==> config.mk <==
export PLATFORM = sky130hd
export DESIGN_NAME = fetch_ctrl
export DESIGN_NICKNAME = d
export VERILOG_FILES = /design/src/rtl/fetch_ctrl_pkg.sv /design/src/rtl/fetch_ctrl_updown_cnt.sv /design/src/rtl/fetch_ctrl.sv
export SDC_FILE = /design/constraint.sdc
export NUM_CORES = 1
export LEC_CHECK = 0
export ABC_AREA = 0
export CAP_MARGIN = 20
export CORE_ASPECT_RATIO = 0.75
export CORE_MARGIN = 8
export CORE_UTILIZATION = 43
export CTS_CLUSTER_SIZE = 40
export DETAILED_ROUTE_END_ITERATION = 10
export PLACE_DENSITY = 0.77
export REMOVE_ABC_BUFFERS = 1
export SLEW_MARGIN = 20
export SYNTH_ARGS = -nofsm -noshare
export SYNTH_HDL_FRONTEND = slang
export SYNTH_SLANG_ARGS = --single-unit
==> constraint.sdc <==
create_clock -name i_clk -period 2.64 [get_ports i_clk]
set_input_delay 0.66 -clock i_clk [delete_from_list [all_inputs] [get_ports i_clk]]
set_output_delay 0.66 -clock i_clk [all_outputs]
set_load 0.05 [all_outputs]
==> src/rtl/fetch_ctrl_pkg.sv <==
// Shared types and constants for the fetch sequencer.
// FETCH_WIDTH (instructions per group) may be supplied by the build; 2 gives 8-byte groups.
`ifndef FETCH_WIDTH
`define FETCH_WIDTH 2
`endif

package fetch_ctrl_pkg;

  typedef enum logic {
    RUN  = 1'b0,
    HALT = 1'b1
  } fetch_state_t;

  localparam int unsigned FETCH_GROUP_BYTES = `FETCH_WIDTH * 4;

endpackage

==> src/rtl/fetch_ctrl_updown_cnt.sv <==
// Saturating up/down counter with synchronous clear and parallel load.
module updown_cnt #(
  parameter int unsigned MAX = 4,
  parameter int unsigned W   = $clog2(MAX + 1)
) (
  input  logic         clk,
  input  logic         rst,
  input  logic         clr,
  input  logic         load,
  input  logic [W-1:0] load_val,
  input  logic         inc,
  input  logic         dec,
  output logic [W-1:0] cnt
);

  localparam logic [W-1:0] MAX_V = W'(MAX);

  always_ff @(posedge clk) begin
    if (rst || clr) begin
      cnt <= '0;
    end else if (load) begin
      cnt <= load_val;
    end else if (inc && !dec && cnt != MAX_V) begin
      cnt <= cnt + W'(1);
    end else if (dec && !inc && cnt != '0) begin
      cnt <= cnt - W'(1);
    end
  end

endmodule

==> src/rtl/fetch_ctrl.sv <==
// Fetch sequencer: issues group-aligned I-cache requests under buffer credit,
// discards responses made stale by a redirect, and drives instr_buf controls.
module fetch_ctrl
  import fetch_ctrl_pkg::*;
#(
  parameter int unsigned          PC_WIDTH     = 32,
  parameter int unsigned          GROUP_BYTES  = FETCH_GROUP_BYTES,
  parameter int unsigned          BUF_GROUPS   = 4,
  parameter int unsigned          MAX_INFLIGHT = 2,
  parameter logic [PC_WIDTH-1:0]  RESET_PC     = '0
) (
  input  logic                i_clk,
  input  logic                i_rst,
  input  logic                i_redirect,
  input  logic [PC_WIDTH-1:0] i_redirect_pc,
  output logic                o_req_valid,
  output logic [PC_WIDTH-1:0] o_req_pc,
  input  logic                i_req_ready,
  input  logic                i_resp_valid,
  input  logic                i_resp_fault,
  output logic                o_buf_push,
  output logic                o_buf_flush,
  input  logic                i_dec_ready,
  output logic                o_buf_dequeue
);

  localparam int unsigned OCC_W = $clog2(BUF_GROUPS + 1);
  localparam int unsigned INF_W = $clog2(MAX_INFLIGHT + 1);
  localparam logic [PC_WIDTH-1:0] ALIGN_MASK = ~(PC_WIDTH'(GROUP_BYTES - 1));

  fetch_state_t        state;
  logic [PC_WIDTH-1:0] pc;
  logic [OCC_W-1:0]    occ;
  logic [INF_W-1:0]    live;
  logic [INF_W-1:0]    drop;
  logic [INF_W-1:0]    drop_redirect;
  logic                has_credit;
  logic                has_slot;
  logic                resp_drop;
  logic                resp_keep;
  logic                accept;

  always_comb begin
    has_credit    = (32'(occ) + 32'(live)) < BUF_GROUPS;
    has_slot      = (32'(live) + 32'(drop)) < MAX_INFLIGHT;
    // Responses return in order, so stale ones always sit ahead of live ones.
    resp_drop     = i_resp_valid && (drop != '0);
    resp_keep     = i_resp_valid && (drop == '0);
    o_req_valid   = !i_rst && (state == RUN) && !i_redirect && has_credit && has_slot;
    o_req_pc      = i_rst ? '0 : pc;
    accept        = o_req_valid && i_req_ready;
    o_buf_push    = !i_rst && resp_keep && !i_redirect;
    o_buf_dequeue = !i_rst && i_dec_ready && !i_redirect;
    o_buf_flush   = !i_rst && i_redirect;
    // Every outstanding request turns stale; a response this cycle retires one of them.
    drop_redirect = drop + live - INF_W'(i_resp_valid);
  end

  always_ff @(posedge i_clk) begin
    if (i_rst) begin
      state <= RUN;
      pc    <= RESET_PC & ALIGN_MASK;
    end else if (i_redirect) begin
      state <= RUN;
      pc    <= i_redirect_pc & ALIGN_MASK;
    end else begin
      if (accept) pc <= pc + PC_WIDTH'(GROUP_BYTES);
      if (o_buf_push && i_resp_fault) state <= HALT;
    end
  end

  updown_cnt #(.MAX(BUF_GROUPS), .W(OCC_W)) u_occ (
    .clk(i_clk), .rst(i_rst), .clr(i_redirect), .load(1'b0), .load_val('0),
    .inc(o_buf_push), .dec(o_buf_dequeue), .cnt(occ)
  );

  updown_cnt #(.MAX(MAX_INFLIGHT), .W(INF_W)) u_live (
    .clk(i_clk), .rst(i_rst), .clr(i_redirect), .load(1'b0), .load_val('0),
    .inc(accept), .dec(resp_keep), .cnt(live)
  );

  updown_cnt #(.MAX(MAX_INFLIGHT), .W(INF_W)) u_drop (
    .clk(i_clk), .rst(i_rst), .clr(1'b0), .load(i_redirect), .load_val(drop_redirect),
    .inc(1'b0), .dec(resp_drop), .cnt(drop)
  );

  always_ff @(posedge i_clk) begin
    if (!i_rst) begin
      assert ((32'(occ) + 32'(live)) <= BUF_GROUPS);
      assert ((32'(live) + 32'(drop)) <= MAX_INFLIGHT);
      assert (!(o_buf_push && 32'(occ) == BUF_GROUPS));
    end
  end

endmodule

==> results by group, run 1 <==
STA
  • FMAX: roughly 360 MHz
  • RSZ-0062 raised after global routing: yes
  • Slew Limit Headroom: ~56%
  • Fin crit share: 106%
  • # setup viols final: 20
  • Final min period: 2.80 ns
  • Setup WS post-layout: -0.157 ns
  • Final hold vios: 0
  • Slew @ Worst Pin: between 0.6 and 0.7 ns
  • Max Clock Skew: between 0.006 and 0.007 ns
  • Fin. max-slew vios: 0

CTS
  • Clock Latency Late Sink: around 0.30 ns
  • CTS clk-pin slew, worst paths: 0.07 ns
  • Max clock buf depth: 2
  • Cts-stage hold buffer count: 0
  • H-Tree Depth: 2
  • Clk sinks: 37
  • CTS buffer count: 5
  • TritonCTS clock tree: done
  • Clk root buf: clkbuf_8

Global route
  • Gr usage total: 17.9%
  • Grt ovf: 0
  • Number of global-route vias before repair: ~2.7k
  • First-pass GRT wire length: about 13 mm
  • Largest net degree at the start of global routing: 38
  • Initial antenna violation count: 0

Yosys
  • Sequential area share after synthesis: between 20 and 30%
  • Netlist cell types: 53
  • Post-synth EDFFs: 0
  • Main synth FF type: dfxtp_1
  • Number of synthesized register bits: 37
  • Avg Cell Area, Syn: between 7 and 8 sq um
  • Mapped Cells: 321
  • Yosys warns: 0
  • Async SR Flop Fraction: 0%
  • Cell Area, Synth: 2520 sq um

Critical path
  • R2R setup slack: -0.16 ns
  • Worst-path fanout max: 11
  • WP data required: 2.83 ns
  • WS Path Type: reg -> reg
  • Worst R2R Start: u_live.cnt[0]$_SDFFE_PP0P_
  • Crit Reg-Reg Endpoint: pc[31]$_SDFFE_PP0P_
  • Reg2reg path depth: 9
  • Worst EP arrival: approximately 3.0 ns
  • CP Launch Type: register
  • Critical Path End Type: register

Route
  • DRC Markers: 0
  • DRT iter0 DRCs: about 200
  • Vias/cell: 5.54
  • Vias: 2696
  • Initial DRT Pass Iterations: 4
  • Routed WL: 7.67 mm
  • Post-route ant nets: 0
  • Wirelength per Cell: 15.7 um

Floorplanning
  • I/O pin count: 75
  • Site Rows: 24
  • Core area: 5740 sq um
  • Die Area: about 8600 sq um
  • Initial Utilization: 43.9%
  • Die W: roughly 100 um
  • Die Span Y: ~82 um

Min path
  • Hold Crit Start: pc[9]$_SDFFE_PP0P_
  • Min-Delay Endpoint: pc[9]$_SDFFE_PP0P_
  • HP Class: reg -> reg
  • Hold Path Cell Cnt: 2

Run
  • # Max-Cap Violations: 0

Power and ir drop
  • Leakage: 0.00143 uW
  • Maximum vdd drop: around 0.27 mV
  • Pwr/cell area: 420 nW/um^2

Place
  • Pre-CTS setup slack: -0.318 ns
  • Area after DPL: 3400 sq um
  • HPWL after DPL: 5.61 mm
  • Placed cells: 478
  • Routability Congestion: 0.816
  • Port-buffer cells: 68

Finish
  • Ant diodes: 0
  • Final Util: 62.7%
  • NumNets Final: 456
  • Area grow syn2layout: 42.9%
  • Layout Cells excl Fill: 487
  • Final Instance Area: roughly 3600 sq um
  • Share of cells above drive strength 1: between 20% and 30%

Run status
  • Failing checks: negative setup slack
  • Run status: finished, violations left
[power by group]
group	switching, uW	internal, uW	leakage (uW)
sequential	44.6	594	0.000306
combinational	241	213	0.00108
clock	213	208	0.0000443
[state kept, by name (all words and copies together), names as in the netlist]
| signal | count |
|---|---|
| pc | 29 |
| u_occ.cnt | 3 |
| state | 1 |
| u_live.cnt | 2 |
| u_drop.cnt | 2 |
[cell families (layout without fill, tap and decap cells)]
| family | Yosys count | count (layout) | share of synthesized area [%] |
|---|---|---|---|
| buf+inv | 33 | 119 | 5.86 |
| xor+xnor | 14 | 14 | 4.87 |
| simple gates | 149 | 149 | 33.7 |
| fa+ha+maj | 8 | 8 | 4.57 |
| mux | 9 | 9 | 3.83 |
| flops | 37 | 37 | 29.4 |
| other cells | 1 | 3 | 0.149 |
| compound gates | 70 | 70 | 17.6 |
[layout make-up]
type / instances / area, sq um
timing repair buffer: 100 / 906
clock buffer: 7 / 86.3
tap: 78 / 97.6
multi-input combinational: 253 / 1720
inverter: 12 / 45.0
fill: 509 / 2140
sequential: 37 / 743
[worst max-delay path by stage]
stage / from / cells after the start / slack, ns / end
after CTS: u_live.cnt[0]$_SDFFE_PP0P_ / 7 / -0.17 / pc[12]$_SDFFE_PP0P_
after floorplan: u_live.cnt[0]$_SDFFE_PP0P_ / 4 / -0.59 / o_req_valid
after global routing: u_live.cnt[0]$_SDFFE_PP0P_ / 10 / -0.22 / pc[26]$_SDFFE_PP0P_
final: u_live.cnt[0]$_SDFFE_PP0P_ / 9 / -0.16 / pc[31]$_SDFFE_PP0P_
after detailed placement: i_redirect / 8 / -0.32 / u_occ.cnt[2]$_SDFFE_PP0P_
after global placement: i_redirect / 8 / -0.28 / u_occ.cnt[2]$_SDFFE_PP0P_
[metal layers]
metal | share of wire (%) | track usage, %
met1 | 46 | 21.5
met2 | 47 | 31.2
met3 | 5.9 | 4.26
met4 | 1.1 | 6.33
met5 | 0 | 0
[Yosys cell counts (3+ instances only)]
cell type	count	area, sq um
nand3_1	10	50.1
and2_1	3	18.8
a211oi_1	4	30.0
nand2_1	22	82.6
dfxtp_1	37	741
nand4_1	13	81.3
mux2_2	5	56.3
a22oi_1	5	37.5
nor2_1	27	101
xnor2_1	11	96.3
a21oi_1	24	120
and4_1	6	52.6
mux2i_1	4	40.0
nor4_1	9	56.3
nor2b_1	28	175
a31oi_1	5	31.3
a311oi_1	3	26.3
o21ai_0	14	70.1
and3_1	5	31.3
ha_1	6	75.1
inv_1	12	45.0
clkbuf_1	13	48.8
nor3_1	10	50.1
buf_4	4	30.0
xor2_1	3	26.3
[through the flow]
step | TNS, ns | power (uW) | hold WS [ns]
after floorplan | -9.27 | 878 | 0.468
after global placement | -3.91 | 1070 | 0.519
after detailed placement | -5.01 | 1080 | 0.528
after CTS | -1.80 | 1510 | 0.538
after global routing | -3.73 | 1570 | 0.572
final | -1.41 | 1510 | 0.542
[what timing repair did]
item / in CTS / in global routing
pin swaps: 12 / 3
buffers inserted: 3 / 0
resized for setup: 12 / 14
setup endpoints to repair: 28 / 29
[worst max-delay path, cell delays in order, from the launching register on]
cell      delay (ns)
dfxtp_2         0.32
and2_4          0.16
fa_2            0.44
or4_4           0.43
or4_4           0.58
buf_8           0.19
buf_4           0.14
nand3b_1        0.08
a21oi_1         0.07
a311o_1         0.27
[cells in the final DEF (no fill, tap or decap), types with 6 or more instances in the layout]
master / netlist / final
a21oi_1: 24 / 23
and4_1: 6 / 6
buf_4: 4 / 58
clkbuf_8: 0 / 6
clkdlybuf4s50_1: 0 / 33
dfxtp_1: 37 / 35
ha_1: 6 / 6
inv_1: 12 / 12
nand2_1: 22 / 22
nand3_1: 10 / 10
nand4_1: 13 / 13
nor2_1: 27 / 24
nor2b_1: 28 / 28
nor3_1: 10 / 8
nor4_1: 9 / 6
o21ai_0: 14 / 11
xnor2_1: 11 / 11
Note: power is estimated with default switching activity, not from simulation.
==> run 2, diff against run 1 <==
--- a/config.mk
+++ b/config.mk
@@ -14,6 +14,7 @@
 export DETAILED_ROUTE_END_ITERATION = 10
 export PLACE_DENSITY = 0.77
 export REMOVE_ABC_BUFFERS = 1
+export SKIP_CTS_REPAIR_TIMING = 1
 export SLEW_MARGIN = 20
 export SYNTH_ARGS = -nofsm -noshare
 export SYNTH_HDL_FRONTEND = slang
==> run 2 against run 1 <==
Net effect: the flow still finishes with violations (negative setup slack); hold slack improved by 0.0042 ns; critical path depth fell by 2; highest routed layer unchanged; clock power is essentially flat; critical path type unchanged.
==> results by group, run 2 (synthesis results as in run 1) <==
Run status
  • Run status: finished, violations left
  • Failing checks: negative setup slack

CTS
  • Clock Latency Late Sink: 0.30 ns (about the same)
  • TritonCTS clock tree: done
  • Max clock buf depth: 2 (unchanged)
  • CTS clk-pin slew, worst paths: 0.08 ns (about the same)
  • CTS buffer count: 5 (unchanged)
  • Clk root buf: clkbuf_8
  • Clk sinks: 37 (unchanged)
  • H-Tree Depth: 2 (unchanged)

Place
  • Routability Congestion: 0.816 (unchanged)
  • Port-buffer cells: 68 (unchanged)
  • HPWL after DPL: 5.61 mm (unchanged)

Critical path
  • Critical Path Source: u_drop.cnt[0]$_SDFFE_PP0P_
  • End of the critical path: pc[12]$_SDFFE_PP0P_
  • Worst R2R Start: u_drop.cnt[0]$_SDFFE_PP0P_
  • R2R setup slack: -0.20 ns (-0.04 ns)
  • Critical Path End Type: register
  • Reg2reg path depth: 7 (-2)
  • Critical Path Max Stage Delay: 0.64 ns (+0.06 ns)
  • WS Path Type: reg -> reg
  • WP data required: 2.88 ns (+0.05 ns)
  • Slowest cell on the critical path: or4_4
  • Crit Reg-Reg Endpoint: pc[12]$_SDFFE_PP0P_
  • CP Launch Type: register
  • Most frequent CP cell: or4_4
  • CP Cell Sequence: and2_4 > fa_2 > or4_4 > or4_4 > nor4_4 > mux2_4 > a21oi_2
  • Worst-path fanout max: 8 (-3)
  • Worst EP arrival: 3.07 ns (+0.08 ns)

Global route
  • First-pass GRT wire length: 12.5 mm (-1.3%)
  • Initial antenna violation count: 0 (unchanged)
  • Gr usage total: 17.7% (-0.24 points)
  • Grt ovf: 0 (unchanged)
  • Largest net degree at the start of global routing: 38 (unchanged)
  • Number of global-route vias before repair: 2676 (-1.5%)

Floorplanning
  • Die W: 104 um (unchanged)
  • Die Span Y: 82.3 um (unchanged)
  • Site Rows: 24 (unchanged)
  • Core area: 5740 sq um (unchanged)
  • I/O pin count: 75 (unchanged)
  • Die Area: 8590 sq um (unchanged)
  • Initial Utilization: 43.9% (unchanged)

Finish
  • Fill count: 489 (-3.9%)
  • Area grow syn2layout: 48.9%
  • Register area: 743 sq um (unchanged)
  • Multi-input gate area: 1810 sq um (+5.3%)
  • Max FFs per register: 29 (unchanged)
  • Biggest regs: pc: 29 flops, u_occ.cnt: 3 flops
  • Commonest non-fill, non-tap cell in the layout: buf_4
  • Top reg by flops: pc
  • Final Util: 65.4% (+2.7 points)
  • Ant diodes: 0 (unchanged)
  • Most frequent cells in the layout: buf_4 (62), dfxtp_1 (35), clkdlybuf4s50_1 (33)
  • Share of cells above drive strength 1: 28.9% (+4.0 points)
  • NumNets Final: 462 (+1.3%)

Power and ir drop
  • Logic pwr share: 30.9% (+0.9 points)
  • Clock Power Share: 27.4% (-0.4 points)
  • Leakage: 0.00151 uW (+5.3%)
  • Sw Pwr: 511 uW (+2.4%)
  • Internal Power: 1020 uW (+0.69%)
  • Sequential power share: 41.7% (-0.5 points)
  • Net Sw Frac: 33.3% (+0.37 points)
  • Total power: 1530 uW (+1.2%)
  • Pwr/cell area: 408 nW/um^2 (-2.9%)
  • Maximum vdd drop: 0.263 mV (-1.8%)

Route
  • Wirelength per Cell: 16.3 um (+3.6%)
  • Post-route ant nets: 0 (unchanged)
  • Vias/cell: 5.53 (about the same)
  • Routed WL: 8.04 mm (+4.9%)
  • DRC Markers: 0 (unchanged)
  • Initial DRT Pass Iterations: 5 (+1)
  • Vias: 2727 (+1.1%)
  • DRT iter0 DRCs: 158 (-21%)

STA
  • Fin. max-slew vios: 0 (unchanged)
  • Max Clock Skew: 0.00629 ns (+0.000138 ns)
  • Slew Limit Headroom: 52.5% (-3.0 points)
  • RSZ-0062 raised after global routing: yes
  • # setup viols final: 21 (+5.0%)
  • FMAX: 353 MHz (-1.4%)
  • Fin crit share: 107% (+1.5 points)
  • Setup TNS: -2.27 ns (-0.863 ns)
  • Slew @ Worst Pin: 0.711 ns (+0.0457 ns)
  • Setup WS post-layout: -0.197 ns (-0.0392 ns)
  • Final hold vios: 0 (unchanged)
  • Final min period: 2.84 ns (+0.0392 ns)

Run
  • # Max-Cap Violations: 0 (unchanged)

Min path
  • HP Class: reg -> reg
[run 2: cell types whose count changed in the layout (fill, tap and decap cells not counted), moves of 2 or more]
cell,change
nor4_4,+3
nor2_1,-2
a21oi_1,-3
buf_4,+4
nor3_1,-3
o21ai_0,-3
nor4_1,-2
a21oi_2,+2
buf_6,+2
nor3_2,+4
o21ai_1,+2
nor2_4,+2
[run 2: stage by stage]
| step | area, sq um | instances | hold slack (ns) | setup WS (ns) |
|---|---|---|---|---|
| after global placement | 3400 | 478 | 0.519 | -0.275 |
| after CTS | 3480 | 485 | 0.538 | -0.394 |
| final | 3750 | 493 | 0.546 | -0.197 |
| after floorplan | 2420 | 302 | 0.468 | -0.590 |
| after global routing | 3750 | 493 | 0.572 | -0.260 |
| after detailed placement | 3400 | 478 | 0.528 | -0.318 |
[run 2: area by class of cell]
type                    instances  area share [%]
flip-flops and latches         37            19.8
multi-input cells             253            48.3
repair buffers                106            25.8
well taps                      78            2.60
clock buffers                   7            2.30
inverters                      12            1.20
[run 2: critical path, delay by kind of cell (launching register included)]
kind,cells,cell delay (ns)
simple gates,4,1.56
fa+ha+maj,1,0.44
mux,1,0.34
flops,1,0.32
compound gates,1,0.12
[run 2: how the worst min path moves through the flow]
stage                               end                start  cells after the start
global placement    pc[20]$_SDFFE_PP0P_  pc[20]$_SDFFE_PP0P_                      1
global route        pc[20]$_SDFFE_PP0P_  pc[20]$_SDFFE_PP0P_                      1
finish              pc[20]$_SDFFE_PP0P_  pc[20]$_SDFFE_PP0P_                      1
CTS                 pc[20]$_SDFFE_PP0P_  pc[20]$_SDFFE_PP0P_                      1
floorplan           pc[20]$_SDFFE_PP0P_  pc[20]$_SDFFE_PP0P_                      1
detailed placement  pc[20]$_SDFFE_PP0P_  pc[20]$_SDFFE_PP0P_                      1
[run 2: routing by layer]
layer / up-vias / track usage (%) / wire length, um
met2: 80 / 29.9 / 3870
met1: 1297 / 21.6 / 3600
li1: 1343 / - / -
met5: - / 0 / 0
met3: 7 / 4.57 / 514
met4: 0 / 6.33 / 62
[run 2: power by group through the flow]
stage / Combinational [uW] / Sequential [uW] / Clock (uW)
global placement: 426 / 646 / 0
floorplan: 240 / 638 / 0
finish: 473 / 639 / 420
detailed placement: 434 / 649 / 0
CTS: 436 / 636 / 424
global route: 511 / 645 / 438
